## config.mk

```make
export PLATFORM = sky130hd
export DESIGN_NAME = decode_stage
export DESIGN_NICKNAME = d
export VERILOG_FILES = /design/src/rtl/decode_stage_pkg.sv /design/src/rtl/decode_stage_register_file.sv /design/src/rtl/decode_stage.sv
export SDC_FILE = /design/constraint.sdc
export NUM_CORES = 2
export LEC_CHECK = 0
export CAP_MARGIN = 20
export CELL_PAD_IN_SITES_DETAIL_PLACEMENT = 1
export CELL_PAD_IN_SITES_GLOBAL_PLACEMENT = 2
export CORE_MARGIN = 2
export CORE_UTILIZATION = 40
export DETAILED_ROUTE_END_ITERATION = 7
export PLACE_DENSITY = 0.74
export SYNTH_ARGS = -nofsm -noshare
export SYNTH_HDL_FRONTEND = slang
export SYNTH_SLANG_ARGS = --single-unit
```

## constraint.sdc

```tcl
create_clock -name clk -period 121.8 [get_ports clk]
set_input_delay 24.36 -clock clk [delete_from_list [all_inputs] [get_ports clk]]
set_output_delay 24.36 -clock clk [all_outputs]
set_load 0.05 [all_outputs]
```

## src/rtl/decode_stage_pkg.sv

```systemverilog
// Shared decode definitions: opcodes, ALU op codes
// and the packed ID/EX control bundle.
package decode_stage_pkg;

  localparam logic [5:0] OP_RTYPE = 6'h00;
  localparam logic [5:0] OP_LW    = 6'h23;
  localparam logic [5:0] OP_SW    = 6'h2B;
  localparam logic [5:0] OP_BEQ   = 6'h04;
  localparam logic [5:0] OP_ADDI  = 6'h08;

  localparam logic [1:0] ALU_ADD   = 2'b00;
  localparam logic [1:0] ALU_SUB   = 2'b01;
  localparam logic [1:0] ALU_FUNCT = 2'b10;

  typedef struct packed {
    logic       reg_write;
    logic       mem_to_reg;
    logic       branch;
    logic       mem_write;
    logic       mem_read;
    logic       alu_src;
    logic       reg_dst;
    logic [1:0] alu_op;
  } ctrl_t;

endpackage

```

## src/rtl/decode_stage_register_file.sv

```systemverilog
// Register file: two combinational read ports with write-first bypass, one write port.
// Ports: clk, reset, rs_addr/rt_addr -> rs_data/rt_data, wr_en/wr_addr/wr_data.
module register_file #(
  parameter int DATA_W = 32,
  parameter int REG_CNT = 32,
  localparam int REG_AW = $clog2(REG_CNT)
) (
  input  logic              clk,
  input  logic              reset,
  input  logic [REG_AW-1:0] rs_addr,
  input  logic [REG_AW-1:0] rt_addr,
  output logic [DATA_W-1:0] rs_data,
  output logic [DATA_W-1:0] rt_data,
  input  logic              wr_en,
  input  logic [REG_AW-1:0] wr_addr,
  input  logic [DATA_W-1:0] wr_data
);

  logic [DATA_W-1:0] regs [REG_CNT];

  always_ff @(posedge clk or posedge reset) begin
    if (reset) begin
      for (int i = 0; i < REG_CNT; i++) regs[i] <= '0;
    end else if (wr_en && wr_addr != '0) begin
      regs[wr_addr] <= wr_data;
    end
  end

  // r0 is hard zero; a same-cycle write wins over the stored value
  always_comb begin
    rs_data = regs[rs_addr];
    if (rs_addr == '0) rs_data = '0;
    else if (wr_en && wr_addr == rs_addr) rs_data = wr_data;
  end

  always_comb begin
    rt_data = regs[rt_addr];
    if (rt_addr == '0) rt_data = '0;
    else if (wr_en && wr_addr == rt_addr) rt_data = wr_data;
  end

endmodule

```

## src/rtl/decode_stage.sv

```systemverilog
// Decode stage: opcode decode, register read, load-use stall, ID/EX register.
// Ports: clk/reset, instr_in/valid, wb_*, flush -> ex_* bundle, stall, illegal_instr.
module decode_stage
  import decode_stage_pkg::*;
#(
  parameter int DATA_W = 32,
  parameter int REG_CNT = 32,
  localparam int REG_AW = $clog2(REG_CNT)
) (
  input  logic              clk,
  input  logic              reset,
  input  logic [31:0]       instr_in,
  input  logic              instr_valid,
  input  logic              wb_reg_write,
  input  logic [REG_AW-1:0] wb_write_reg,
  input  logic [DATA_W-1:0] wb_write_data,
  input  logic              flush,
  output logic              ex_valid,
  output logic              ex_reg_write,
  output logic              ex_mem_to_reg,
  output logic              ex_branch,
  output logic              ex_mem_write,
  output logic              ex_mem_read,
  output logic              ex_alu_src,
  output logic              ex_reg_dst,
  output logic [1:0]        ex_alu_op,
  output logic [DATA_W-1:0] ex_branch_imm,
  output logic [DATA_W-1:0] ex_rs_data,
  output logic [DATA_W-1:0] ex_rt_data,
  output logic [REG_AW-1:0] ex_rs,
  output logic [REG_AW-1:0] ex_rt,
  output logic [REG_AW-1:0] ex_rd,
  output logic              stall,
  output logic              illegal_instr
);

  logic [5:0]        opcode;
  logic [REG_AW-1:0] rs, rt, rd;
  logic [DATA_W-1:0] imm, rs_data, rt_data;
  ctrl_t             ctrl, ex_ctrl;
  logic              legal, reads_rt, load;

  assign opcode = instr_in[31:26];
  assign rs = instr_in[21 +: REG_AW];
  assign rt = instr_in[16 +: REG_AW];
  assign rd = instr_in[11 +: REG_AW];
  assign imm = {{(DATA_W-16){instr_in[15]}}, instr_in[15:0]};

  register_file #(
    .DATA_W(DATA_W),
    .REG_CNT(REG_CNT)
  ) rf_main (
    .clk(clk),
    .reset(reset),
    .rs_addr(rs),
    .rt_addr(rt),
    .rs_data(rs_data),
    .rt_data(rt_data),
    .wr_en(wb_reg_write),
    .wr_addr(wb_write_reg),
    .wr_data(wb_write_data)
  );

  always_comb begin
    ctrl = '0;
    legal = 1'b1;
    reads_rt = 1'b0;
    unique case (1'b1)
      (opcode == OP_RTYPE): begin
        ctrl.reg_write = 1'b1;
        ctrl.reg_dst = 1'b1;
        ctrl.alu_op = ALU_FUNCT;
        reads_rt = 1'b1;
      end
      (opcode == OP_LW): begin
        ctrl.reg_write = 1'b1;
        ctrl.mem_to_reg = 1'b1;
        ctrl.mem_read = 1'b1;
        ctrl.alu_src = 1'b1;
        ctrl.alu_op = ALU_ADD;
      end
      (opcode == OP_SW): begin
        ctrl.mem_write = 1'b1;
        ctrl.alu_src = 1'b1;
        ctrl.alu_op = ALU_ADD;
        reads_rt = 1'b1;
      end
      (opcode == OP_BEQ): begin
        ctrl.branch = 1'b1;
        ctrl.alu_op = ALU_SUB;
        reads_rt = 1'b1;
      end
      (opcode == OP_ADDI): begin
        ctrl.reg_write = 1'b1;
        ctrl.alu_src = 1'b1;
        ctrl.alu_op = ALU_ADD;
      end
      default: legal = 1'b0;
    endcase
  end

  // load in EX whose result the current instruction needs
  assign stall = instr_valid && !flush
    && ex_valid && ex_ctrl.mem_read && ex_rt != '0
    && (ex_rt == rs || (reads_rt && ex_rt == rt));

  assign load = instr_valid && !flush && !stall && legal;

  always_ff @(posedge clk or posedge reset) begin
    if (reset) begin
      ex_valid <= 1'b0;
      ex_ctrl <= '0;
      ex_branch_imm <= '0;
      ex_rs_data <= '0;
      ex_rt_data <= '0;
      ex_rs <= '0;
      ex_rt <= '0;
      ex_rd <= '0;
      illegal_instr <= 1'b0;
    end else begin
      ex_valid <= load;
      ex_ctrl <= load ? ctrl : '0;
      ex_branch_imm <= load ? imm : '0;
      ex_rs_data <= load ? rs_data : '0;
      ex_rt_data <= load ? rt_data : '0;
      ex_rs <= load ? rs : '0;
      ex_rt <= load ? rt : '0;
      ex_rd <= load ? rd : '0;
      if (instr_valid && !flush && !legal) illegal_instr <= 1'b1;
    end
  end

  assign ex_reg_write = ex_ctrl.reg_write;
  assign ex_mem_to_reg = ex_ctrl.mem_to_reg;
  assign ex_branch = ex_ctrl.branch;
  assign ex_mem_write = ex_ctrl.mem_write;
  assign ex_mem_read = ex_ctrl.mem_read;
  assign ex_alu_src = ex_ctrl.alu_src;
  assign ex_reg_dst = ex_ctrl.reg_dst;
  assign ex_alu_op = ex_ctrl.alu_op;

endmodule
```

==> results.json <==
{
  "synth_area_per_cell_um2": 15.2,
  "ys.flop_type": "dfrtp_1",
  "grt-ovfl-total": 0,
  "fp.dieW_um": 383,
  "final_nets": 3866,
  "gr-usage-all-layers_pct": 26.9,
  "min_path_type": "flop to flop",
  "dpl_worst_slack_ps": 70580,
  "yosysTopAreaCell": "dfrtp_1",
  "r2r_start": "ex_rt[2]",
  "reg2reg_slack_ps": 118160,
  "skew_ps": 26.6,
  "setup_viol": 0,
  "crit_path_start": "instr_in[25]",
  "leakage_nw": 27.7,
  "insertion_delay_ps": 770,
  "drcViolationCount": 0,
  "yosys.area_share.simple_pct": 3.38,
  "first_pass_iters": 8,
  "synth_warnings": 0,
  "start_util_pct": 40.2,
  "cts_tree": "done",
  "power_per_cell_area_nw_per_um2": 16.5,
  "regArea_um2": 28100,
  "cts_hold_buffers": 0,
  "htreeDepth": 4,
  "synth-edff-count": 0,
  "multi_input_area_um2": 27600,
  "synth-compound-area-share_pct": 4.36,
  "start_kind": "primary input",
  "crit_required_ps": 97440,
  "area_delta_synth_final_pct": 14.0,
  "crit_type": "primary input to output pin",
  "cts_resized": 0,
  "grt_max_degree": 119,
  "synth.cell_area_um2": 57500,
  "drive_gt1_share_pct": 49.9,
  "synth_mux_area_share_pct": 39.5,
  "vias_per_cell": 6.34,
  "yosys.area.top_type_share_pct": 48.9,
  "crit_fanout": 14,
  "ant_nets": 0,
  "drt_iter0_drc": 2912,
  "seq_area_frac_synth_pct": 48.9,
  "crit_path_end": "stall",
  "dieArea_um2": 147000,
  "fmax_mhz": 19.5,
  "max-clock-path-buffers": 3,
  "yosysUniqueCellTypes": 52,
  "final_common_cell": "dfrtp_1",
  "worst_pin_slew_ps": 1100,
  "endpoint_kind": "output pin",
  "cts_setup_buffers": 0,
  "final.min_clock_period_ps": 51180,
  "timing.final.crit_share_pct": 42.0,
  "root_buffer": "clkbuf_16",
  "whs_ps": 392,
  "r2r-end": "ex_rs_data[13]",
  "place.gp.congestion": 0.779,
  "maxSlewViolCount": 0,
  "status": "completed",
  "cp.arrival_ps": 26820,
  "ys_top_cells_by_area": "dfrtp_1 49%, mux4_2 20%, mux2_2 19%",
  "hp-start": "rf_main.regs[1017]",
  "synth_xor_area_share_pct": 0.304,
  "synthAdderAreaFrac_pct": 0,
  "dp_hpwl_mm": 115,
  "ir_drop_uv": 11.5,
  "grt_pass1_vias": 39200,
  "max_cap_viol_count": 0,
  "synthesis.nets": 3867,
  "io_buffers": 196,
  "grt_antenna_before_repair": 11,
  "rsz0062_at_grt": "false",
  "fillers": 13900,
  "fin_tns_setup_ps": 0,
  "wl_per_cell_um": 33.7,
  "totalWireLength_mm": 196,
  "final_cell_mix": "1124 x dfrtp_1, 992 x mux2_2, 512 x mux4_2, 188 x clkdlybuf4s50_1, 140 x clkbuf_16",
  "core_um2": 143000,
  "clock_sinks": 1124,
  "grt_pass1_wl_mm": 285,
  "clkTransAtPathRegs_ps": 60,
  "rows": 139,
  "die_height_um": 383,
  "relSlewSlack_pct": 26.7,
  "ys_ff_latch": 1124,
  "synthCells": 3793,
  "synth_top_family_by_area": "multiplexers",
  "io_pins": 197,
  "ff2ff_path_depth": 6,
  "report.final.hold_viol_count": 0,
  "ys_async_sr_fraction_pct": 100,
  "numCtsBuffers": 131,
  "setup_slack_ps": 70620,
  "vias": 36700
}
[cell usage after synthesis (4+ instances only)]
library cell / n
a211oi_1: 33
xnor2_1: 8
xor2_1: 12
buf_6: 8
nor3b_1: 8
a2111oi_0: 6
buf_1: 61
nand2_1: 52
and3_1: 6
o22ai_1: 125
nor3_1: 7
nor2_1: 148
buf_2: 104
clkbuf_1: 261
mux2_2: 992
nor4_1: 35
a2111oi_1: 10
mux2i_1: 5
a22oi_1: 63
nor2b_1: 4
mux4_2: 512
a22o_1: 63
and2_1: 26
dfrtp_1: 1124
nand2b_1: 4
nand3b_1: 5
buf_4: 27
a2111oi_2: 15
nor4_2: 30
nand3_1: 6
[metal layers]
layer | up-vias | wire, um | global-route usage (%)
met5 | - | 26 | 0
met4 | 4 | 6600 | 8.96
met3 | 360 | 12200 | 5.09
met2 | 1270 | 92800 | 43.1
met1 | 20400 | 83900 | 36.8
li1 | 14700 | - | -
[worst max-delay path, cell delays in order]
cell and delay (ps):
clkdlybuf4s50_1 860, xor2_1 140, nor3_1 320, nand3_1 140
a21oi_1 170, clkdlybuf4s50_1 830
[flip-flops by register name, indices dropped and copies added, names as in the netlist, 2 cells and up]
| name | cells |
|---|---|
| rf_main.regs | 1024 |
| ex_rs_data | 32 |
| ex_rt_data | 32 |
| ex_branch_imm | 12 |
| ex_rs | 5 |
| ex_rt | 5 |
| ex_rd | 4 |
| ex_alu_op | 2 |
[cell families (layout without fill, tap and decap cells)]
group | after synthesis | count (layout)
mux | 1509 | 1509
xor+xnor | 20 | 20
simple gates | 351 | 351
buf+inv | 464 | 561
compound gates | 325 | 325
flops | 1124 | 1124
other cells | 0 | 3
[worst min-delay path by stage]
stage,cells after the start,to
2_1_floorplan,1,rf_main.regs[1000]
3_5_place_dp,0,rf_main.regs[1004]
3_3_place_gp,0,rf_main.regs[995]
4_1_cts,0,rf_main.regs[1006]
6_report,0,rf_main.regs[1017]
5_1_grt,0,rf_main.regs[1017]
[area by class of cell]
class	count	area share (%)
multi-input cells	2205	42.1
clock buffers	204	6.09
flip-flops and latches	1124	42.9
clock inverters	27	0.488
inverters	3	0.0286
repair buffers	327	4.74
well taps	1903	3.63
diodes	3	0.0114
[where the power goes]
group | total [mW] | internal (mW) | switching, mW
Sequential | 0.486 | 0.439 | 0.0475
Combinational | 0.196 | 0.119 | 0.0777
Clock | 0.396 | 0.234 | 0.162
Total | 1.08 | 0.791 | 0.287
[stage by stage]
step | area [um^2] | power, mW | instances | util, %
after floorplan | 57500 | 0.633 | 3793 | -
after global placement | 61100 | 0.675 | 5553 | 42.7
after detailed placement | 61100 | 0.687 | 5554 | 42.7
after CTS | 65400 | 1.09 | 5785 | 45.7
after global routing | 65600 | 1.12 | 5794 | 45.8
final | 65600 | 1.08 | 5796 | 45.8
Note: power is estimated with default switching activity, not from simulation.
